$ cat config.mk
export PLATFORM = sky130hd
export DESIGN_NAME = traffic_signal_monitor
export DESIGN_NICKNAME = d
export VERILOG_FILES = /design/src/rtl/tsm_pkg.sv /design/src/rtl/tsm_head_check.sv /design/src/rtl/traffic_signal_monitor.sv
export SDC_FILE = /design/constraint.sdc
export NUM_CORES = 1
export LEC_CHECK = 0
export ABC_AREA = 1
export ABC_CLOCK_PERIOD_IN_PS = 3450
export BUFFER_PORTS_ARGS = -buffer_cell sky130_fd_sc_hd__buf_2
export CAP_MARGIN = 15
export CORE_MARGIN = 2
export CORE_UTILIZATION = 35
export DETAILED_ROUTE_END_ITERATION = 6
export GPL_TIMING_DRIVEN = 0
export PLACE_DENSITY = 0.5
export SKIP_LAST_GASP = 1
export SLEW_MARGIN = 10
export SYNTH_ARGS = -nofsm -noshare
export SYNTH_HDL_FRONTEND = slang
export SYNTH_HIERARCHICAL = 1
export SYNTH_SLANG_ARGS = --single-unit
$ cat constraint.sdc
create_clock -name clk -period 3.45 [get_ports clk]
set_input_delay 0.1725 -clock clk [delete_from_list [all_inputs] [get_ports clk]]
set_output_delay 0.1725 -clock clk [all_outputs]
set_load 0.005 [all_outputs]
$ cat src/rtl/tsm_pkg.sv
// Shared types and helpers for the traffic signal monitor.
// The optional watchdog is enabled by defining TSM_WATCHDOG_EN.
package tsm_pkg;

  typedef enum logic [1:0] {
    StInit,
    StRun,
    StFault,
    StClear
  } state_e;

  // Controller signal codes
  localparam logic [1:0] C_GREEN  = 2'd0;
  localparam logic [1:0] C_AMBER  = 2'd1;
  localparam logic [1:0] C_RED    = 2'd2;
  localparam logic [1:0] C_REDAMB = 2'd3;

  // Latched fault causes
  localparam logic [1:0] FC_NONE     = 2'd0;
  localparam logic [1:0] FC_CONFLICT = 2'd1;
  localparam logic [1:0] FC_ILLEGAL  = 2'd2;
  localparam logic [1:0] FC_WATCHDOG = 2'd3;

  // Lamp drives as {red, amber, green}
  localparam logic [2:0] LAMP_RED   = 3'b100;
  localparam logic [2:0] LAMP_AMBER = 3'b010;
  localparam logic [2:0] LAMP_OFF   = 3'b000;

  function automatic logic [2:0] lamp_of(input logic [1:0] code);
    logic [2:0] lamp;
    unique case (code)
      C_GREEN:  lamp = 3'b001;
      C_AMBER:  lamp = 3'b010;
      C_RED:    lamp = 3'b100;
      default:  lamp = 3'b110;
    endcase
    return lamp;
  endfunction

  // Only legal non-holding step from each code
  function automatic logic [1:0] successor(input logic [1:0] code);
    logic [1:0] nxt;
    unique case (code)
      C_RED:    nxt = C_REDAMB;
      C_REDAMB: nxt = C_GREEN;
      C_GREEN:  nxt = C_AMBER;
      default:  nxt = C_RED;
    endcase
    return nxt;
  endfunction

endpackage

$ cat src/rtl/tsm_head_check.sv
// Per-head checker: remembers the previous code while in service and flags
// open aspects and illegal sequence steps. Decoded lamp is combinational;
// the top level registers it. With TSM_WATCHDOG_EN a change flag is exported.
module tsm_head_check
  import tsm_pkg::*;
(
  input  logic       clk,
  input  logic       rst,
  input  logic       load,
  input  logic       prev_valid,
  input  logic [1:0] code,
`ifdef TSM_WATCHDOG_EN
  output logic       changed,
`endif
  output logic       is_open,
  output logic       illegal,
  output logic [2:0] lamp
);

  logic [1:0] prev_q;

  // Previous code tracks the input every cycle the monitor is in service
  always_ff @(posedge clk) begin
    if (rst) begin
      prev_q <= C_RED;
    end else if (load) begin
      prev_q <= code;
    end
  end

  // Aspect classification and step legality against the remembered code
  always_comb begin
    is_open = (code == C_GREEN) || (code == C_AMBER);
    illegal = prev_valid && (prev_q != code) && (code != successor(prev_q));
    lamp    = lamp_of(code);
  end

`ifdef TSM_WATCHDOG_EN
  // Any movement of this head restarts the watchdog
  always_comb begin
    changed = prev_valid && (prev_q != code);
  end
`endif

endmodule

$ cat src/rtl/traffic_signal_monitor.sv
// Safety stage between the light controller and the lamp heads: decodes the
// four codes, latches a flashing-amber failsafe on conflict or illegal steps
// and only returns to service through an all-red clearance interval.
// Define TSM_WATCHDOG_EN to also fault when no code moves for WDOG_TICKS ticks.
module traffic_signal_monitor
  import tsm_pkg::*;
#(
  parameter int unsigned STARTUP_TICKS = 3,
  parameter int unsigned WDOG_TICKS    = 120,
  parameter int unsigned TICK_CNT_W    = 7
) (
  input  logic       clk,
  input  logic       rst,
  input  logic       tick,
  input  logic [1:0] hw1_code,
  input  logic [1:0] hw2_code,
  input  logic [1:0] fm1_code,
  input  logic [1:0] fm2_code,
  input  logic       fault_clr,
  output logic [2:0] hw1_lamp,
  output logic [2:0] hw2_lamp,
  output logic [2:0] fm1_lamp,
  output logic [2:0] fm2_lamp,
  output logic       hold_req,
  output logic       fault,
  output logic [1:0] fault_code
);

  localparam int unsigned MaxTicks = (STARTUP_TICKS > WDOG_TICKS) ? STARTUP_TICKS : WDOG_TICKS;

  // Reject a counter too narrow to reach the largest terminal count
  if (MaxTicks >= (1 << TICK_CNT_W)) begin : g_cnt_width_check
    $error("TICK_CNT_W too small for STARTUP_TICKS/WDOG_TICKS");
  end

  state_e                  state_q, state_d;
  logic [TICK_CNT_W-1:0]   cnt_q, cnt_d, cnt_inc;
  logic                    prev_valid_q, prev_valid_d;
  logic                    flash_q, flash_d;
  logic                    fault_q, fault_d;
  logic [1:0]              fcode_q, fcode_d;
  logic                    hold_q, hold_d;
  logic [3:0][2:0]         lamp_q, lamp_d;
  logic [1:0]              detect;

  logic [3:0][1:0]         codes;
  logic [3:0]              opens;
  logic [3:0]              illegals;
  logic [3:0][2:0]         dec_lamps;
  logic                    conflict;
`ifdef TSM_WATCHDOG_EN
  logic [3:0]              changes;
`endif

  assign codes = {fm2_code, fm1_code, hw2_code, hw1_code};

  for (genvar i = 0; i < 4; i++) begin : g_head
    tsm_head_check u_head (
      .clk        (clk),
      .rst        (rst),
      .load       (state_q == StRun),
      .prev_valid (prev_valid_q),
      .code       (codes[i]),
`ifdef TSM_WATCHDOG_EN
      .changed    (changes[i]),
`endif
      .is_open    (opens[i]),
      .illegal    (illegals[i]),
      .lamp       (dec_lamps[i])
    );
  end

  // Any highway head open together with any farm head open
  assign conflict = (opens[0] | opens[1]) & (opens[2] | opens[3]);

  // Next-state, counters, fault latch and registered output values
  always_comb begin
    state_d      = state_q;
    cnt_d        = cnt_q;
    prev_valid_d = prev_valid_q;
    flash_d      = flash_q;
    fault_d      = fault_q;
    fcode_d      = fcode_q;
    hold_d       = 1'b1;
    lamp_d       = {4{LAMP_RED}};
    detect       = FC_NONE;
    cnt_inc      = cnt_q + TICK_CNT_W'(tick);

    unique case (state_q)
      StInit, StClear: begin
        cnt_d = cnt_inc;
        if (cnt_inc >= TICK_CNT_W'(STARTUP_TICKS)) begin
          state_d      = StRun;
          cnt_d        = '0;
          prev_valid_d = 1'b0;
          fault_d      = 1'b0;
          fcode_d      = FC_NONE;
          hold_d       = 1'b0;
        end
      end

      StRun: begin
        hold_d       = 1'b0;
        prev_valid_d = 1'b1;
        lamp_d       = dec_lamps;
`ifdef TSM_WATCHDOG_EN
        cnt_d = (|changes) ? '0 : cnt_inc;
`endif
        if (conflict) begin
          detect = FC_CONFLICT;
        end else if (|illegals) begin
          detect = FC_ILLEGAL;
`ifdef TSM_WATCHDOG_EN
        end else if (cnt_d == TICK_CNT_W'(WDOG_TICKS)) begin
          detect = FC_WATCHDOG;
`endif
        end
        if (detect != FC_NONE) begin
          // The detecting cycle's lamps are already forced red
          state_d = StFault;
          fault_d = 1'b1;
          fcode_d = detect;
          hold_d  = 1'b1;
          flash_d = 1'b1;
          lamp_d  = {4{LAMP_RED}};
        end
      end

      StFault: begin
        flash_d = flash_q ^ tick;
        lamp_d  = flash_d ? {4{LAMP_AMBER}} : {4{LAMP_OFF}};
        if (fault_clr) begin
          state_d = StClear;
          cnt_d   = TICK_CNT_W'(tick);
          lamp_d  = {4{LAMP_RED}};
        end
      end

      default: ;
    endcase
  end

  // State and registered outputs
  always_ff @(posedge clk) begin
    if (rst) begin
      state_q      <= StInit;
      cnt_q        <= '0;
      prev_valid_q <= 1'b0;
      flash_q      <= 1'b1;
      fault_q      <= 1'b0;
      fcode_q      <= FC_NONE;
      hold_q       <= 1'b1;
      lamp_q       <= {4{LAMP_RED}};
    end else begin
      state_q      <= state_d;
      cnt_q        <= cnt_d;
      prev_valid_q <= prev_valid_d;
      flash_q      <= flash_d;
      fault_q      <= fault_d;
      fcode_q      <= fcode_d;
      hold_q       <= hold_d;
      lamp_q       <= lamp_d;
    end
  end

  assign hw1_lamp   = lamp_q[0];
  assign hw2_lamp   = lamp_q[1];
  assign fm1_lamp   = lamp_q[2];
  assign fm2_lamp   = lamp_q[3];
  assign hold_req   = hold_q;
  assign fault      = fault_q;
  assign fault_code = fcode_q;

endmodule

==> summary.md <==
| Metric | Value |
|---|---|
| Slew at the pin closest to its max-slew limit | `around 0.59 ns` |
| Final core occ | `42.4%` |
| Vias in the first global route | `1,631` |
| WHS | `0.183 ns` |
| Fill cell count | `between 500 and 600` |
| DR vias/cell | `4.48` |
| Area leader, netlist | `dfxtp_1` |
| Critical Path RT | `~3.7 ns` |
| Final WL | `4210 um` |
| Core ar. | `5170 um^2` |
| Met1 Use GR | `roughly a fifth` |
| Post-route DRC | `0` |
| Largest family of logic cells by synthesized area | `simple AND/OR/NAND/NOR gates` |
| Post-Syn Nets | `297` |
| Seq/Total Area, Yosys | `36.9%` |
| Synth area leaders | `dfxtp_1 37%, nand2_1 17%, ha_1 8.6%, inv_1 6.3%, a21oi_1 5.8%` |
| Clock buffer depth | `2` |
| NumNets Final | `331` |
| Most common cell in the netlist | `nand2_1` |
| Xor/xnor cell area share of the yosys netlist | `0.461%` |
| GPL Wtd Cong | `approximately 0.80` |
| Initial core utilization | `36.7%` |
| Root buf cell | `clkbuf_8` |
| Post-CTS Resized | `0` |
| # IOs | `28` |
| Port buffer count | `27` |
| Synth Area in Simple Gates | `30.8%` |
| Rows | `26` |
| Synth top area share | `a little under two fifths` |
| Max cap viols | `0` |
| Post-CTS Setup Bufs | `0` |
| Routed vias | `1,681` |
| Die ar. | `around 6000 um^2` |
| Final WS setup | `1.25 ns` |
| Post-Syn Instances | `~270` |
| DRT Pass-1 Iters | `5` |
| Hold_buf cts | `0` |
| Clock Skew | `0.00692 ns` |
| Synthesized-area fraction occupied by adder cells | `under 10%` |
| Met2 usage | `24.7%` |
| Post-synthesis mux area share | `0%` |
| Hpwl dp | `3200 um` |
| Min-Delay Path Depth | `3` |
| Remaining Overflow, GRT | `0` |
| Initial antenna violation count | `0` |
| Depth of the most critical reg-to-reg path | `15` |
| Pwr/cell area | `687 nW/um^2` |
| CTS H-tree depth | `2` |
| Global-route wire length before repair | `7530 um` |
| CP Class | `reg2reg` |
| GRT Overall Usage | `15.8%` |
| GRT Max-Usage Layer | `met2` |
| Multi-input gate area | `1020 um^2` |
| Clock-pin transition on the worst setup and hold timing paths | `0.07 ns` |
| Final worst path period share | `63.8%` |
| CTS tree | `yes` |
| Setup TNS | `0 ns` |
| Synth Warn # | `6` |
| Total power | `1.51 mW` |
| Crit-path max FO | `8` |
| Compound-Gate Fraction of Synth Area | `14.1%` |
| Die height | `just under 80 um` |
| Largest net degree at the start of global routing | `18` |
| Crit path arrival time | `2.42 ns` |
| Top cells by count, synth | `84 x nand2_1, 35 x dfxtp_1, 32 x inv_1` |
| Clock latency on the worst-skew pair | `0.29 ns` |
| Routed wire per std cell | `about 11 um` |
| Synth Area per Inst | `6.98 um^2` |
| Diodes inserted | `0` |
| Hold Crit Class | `in2reg` |
| Final min period | `2.20 ns` |
| Share of flip-flops with an asynchronous set or reset | `0%` |
| Post-Syn Area | `1900 um^2` |
| Met3 usage | `3.37%` |
| Worst Setup End Kind | `flip-flop` |
| Slew Viols, Final | `0` |
| Fraction of layout cells with a size suffix above 1 | `15.7%` |
| Synth-to-Final Area Change | `15.6%` |
| DRT iter0 DRCs | `between 50 and 60` |
| Relative slew margins | `60.5%` |
| Leak Pwr | `a little over 1 nW` |
| Worst slack at placement | `between 1 and 1.5 ns` |
| Post-synth EDFFs | `0` |
| Fmax | `454 MHz` |
| Setup Viol. Count Final | `0` |
| Synth unique cells | `27` |
| ANT nets after route | `0` |
| Die W | `77.6 um` |
| Clock Sinks | `35` |
| Startpoint types | `flip-flop` |
| Status | `finished clean` |
| TritonCTS Buffers | `5` |
| Register area | `701 um^2` |
| Hold Fails Final Rpt | `0` |
| FF+latch count, synth | `35` |
| RSZ-0062 raised after global routing | `false` |
| Max VDD drop | `slightly below 300 uV` |
| Synth Flop Type | `dfxtp_1` |
## metal layers
metal	vias up	part of all wire, %
met5	-	0
met4	0	1.8
met3	7	3.6
met2	23	43
met1	736	52
li1	915	-
## critical path, cell delays in order (launching register included)
cell and delay (ns):
dfxtp_1 0.36, inv_1 0.09, ha_1 0.30, inv_1 0.04, nand2_1 0.04, nand2_1 0.05
a21oi_1 0.13, nor2_1 0.05, nor2_1 0.15, nor3b_4 0.29, nand3_4 0.19, nand2_1 0.14
inv_1 0.07, nand2_1 0.09, nand3_1 0.09, o21ai_2 0.06
## sequential cells by signal, summed over array words and instances (netlist names), 2 cells and up
| signal | flops |
|---|---|
| g_head.u_head/prev_q | 8 |
| cnt_q | 7 |
| fm1_lamp | 3 |
| fm2_lamp | 3 |
| hw1_lamp | 3 |
| hw2_lamp | 3 |
| fault_code | 2 |
| state_q | 2 |
## logic make-up (layout without fill, tap and decap cells)
| kind of cell | count (synthesis) | count (layout) |
|---|---|---|
| AND/OR/NAND/NOR | 132 | 132 |
| buffers and inverters | 46 | 79 |
| AO/OA/AOI/OAI | 45 | 45 |
| flip-flops | 35 | 35 |
| adder cells (fa/ha/maj) | 13 | 13 |
| XOR/XNOR | 1 | 1 |
## final timing paths
| path | from | endpoint | slack, ns |
|---|---|---|---|
| worst max register to register | g_head[3].u_head/prev_q[0]$_SDFFE_PP0P_ | state_q[1]$_SDFFE_PP0P_ | 1.25 |
| worst min-delay path | hw1_code[1] | g_head[0].u_head/prev_q[1]$_SDFFE_PP1P_ | 0.18 |
| worst max-delay path | g_head[3].u_head/prev_q[0]$_SDFFE_PP0P_ | state_q[1]$_SDFFE_PP0P_ | 1.25 |
| worst min register to register | fault_code[0]$_SDFFE_PP0P_ | fault_code[0]$_SDFFE_PP0P_ | 0.46 |
## power by group
part	internal, mW	switching (mW)
combinational	0.261	0.432
sequential	0.492	0.0497
clock	0.134	0.137
## stage by stage
stage          instances  area [um^2]
2_1_floorplan        272         1900
5_1_grt              375         2190
3_5_place_dp         369         2120
6_report             375         2190
4_1_cts              375         2190
3_3_place_gp         369         2120
## area by class of cell
class / count / share of cell area (%)
Buffer: 10 / 1.77
Clock buffer: 6 / 3.31
Inverter: 36 / 6.16
Multi-Input combinational cell: 191 / 46.7
Sequential cell: 35 / 31.9
Tap cell: 70 / 3.99
Timing Repair Buffer: 27 / 6.16
## cell usage in the layout, fill, tap and decap left out, types with 3 or more instances in the layout
cell      instances
o21ai_0          12
a21oi_1          22
nand3_4           3
nor2_1           29
nand2_1          84
clkbuf_1         10
nor3_1            3
ha_1             13
clkbuf_8          5
inv_1            32
buf_2            28
nand3_1           6
dfxtp_1          35
inv_2             4
a211oi_1          4
No activity file was read; power rests on OpenSTA's default activity.
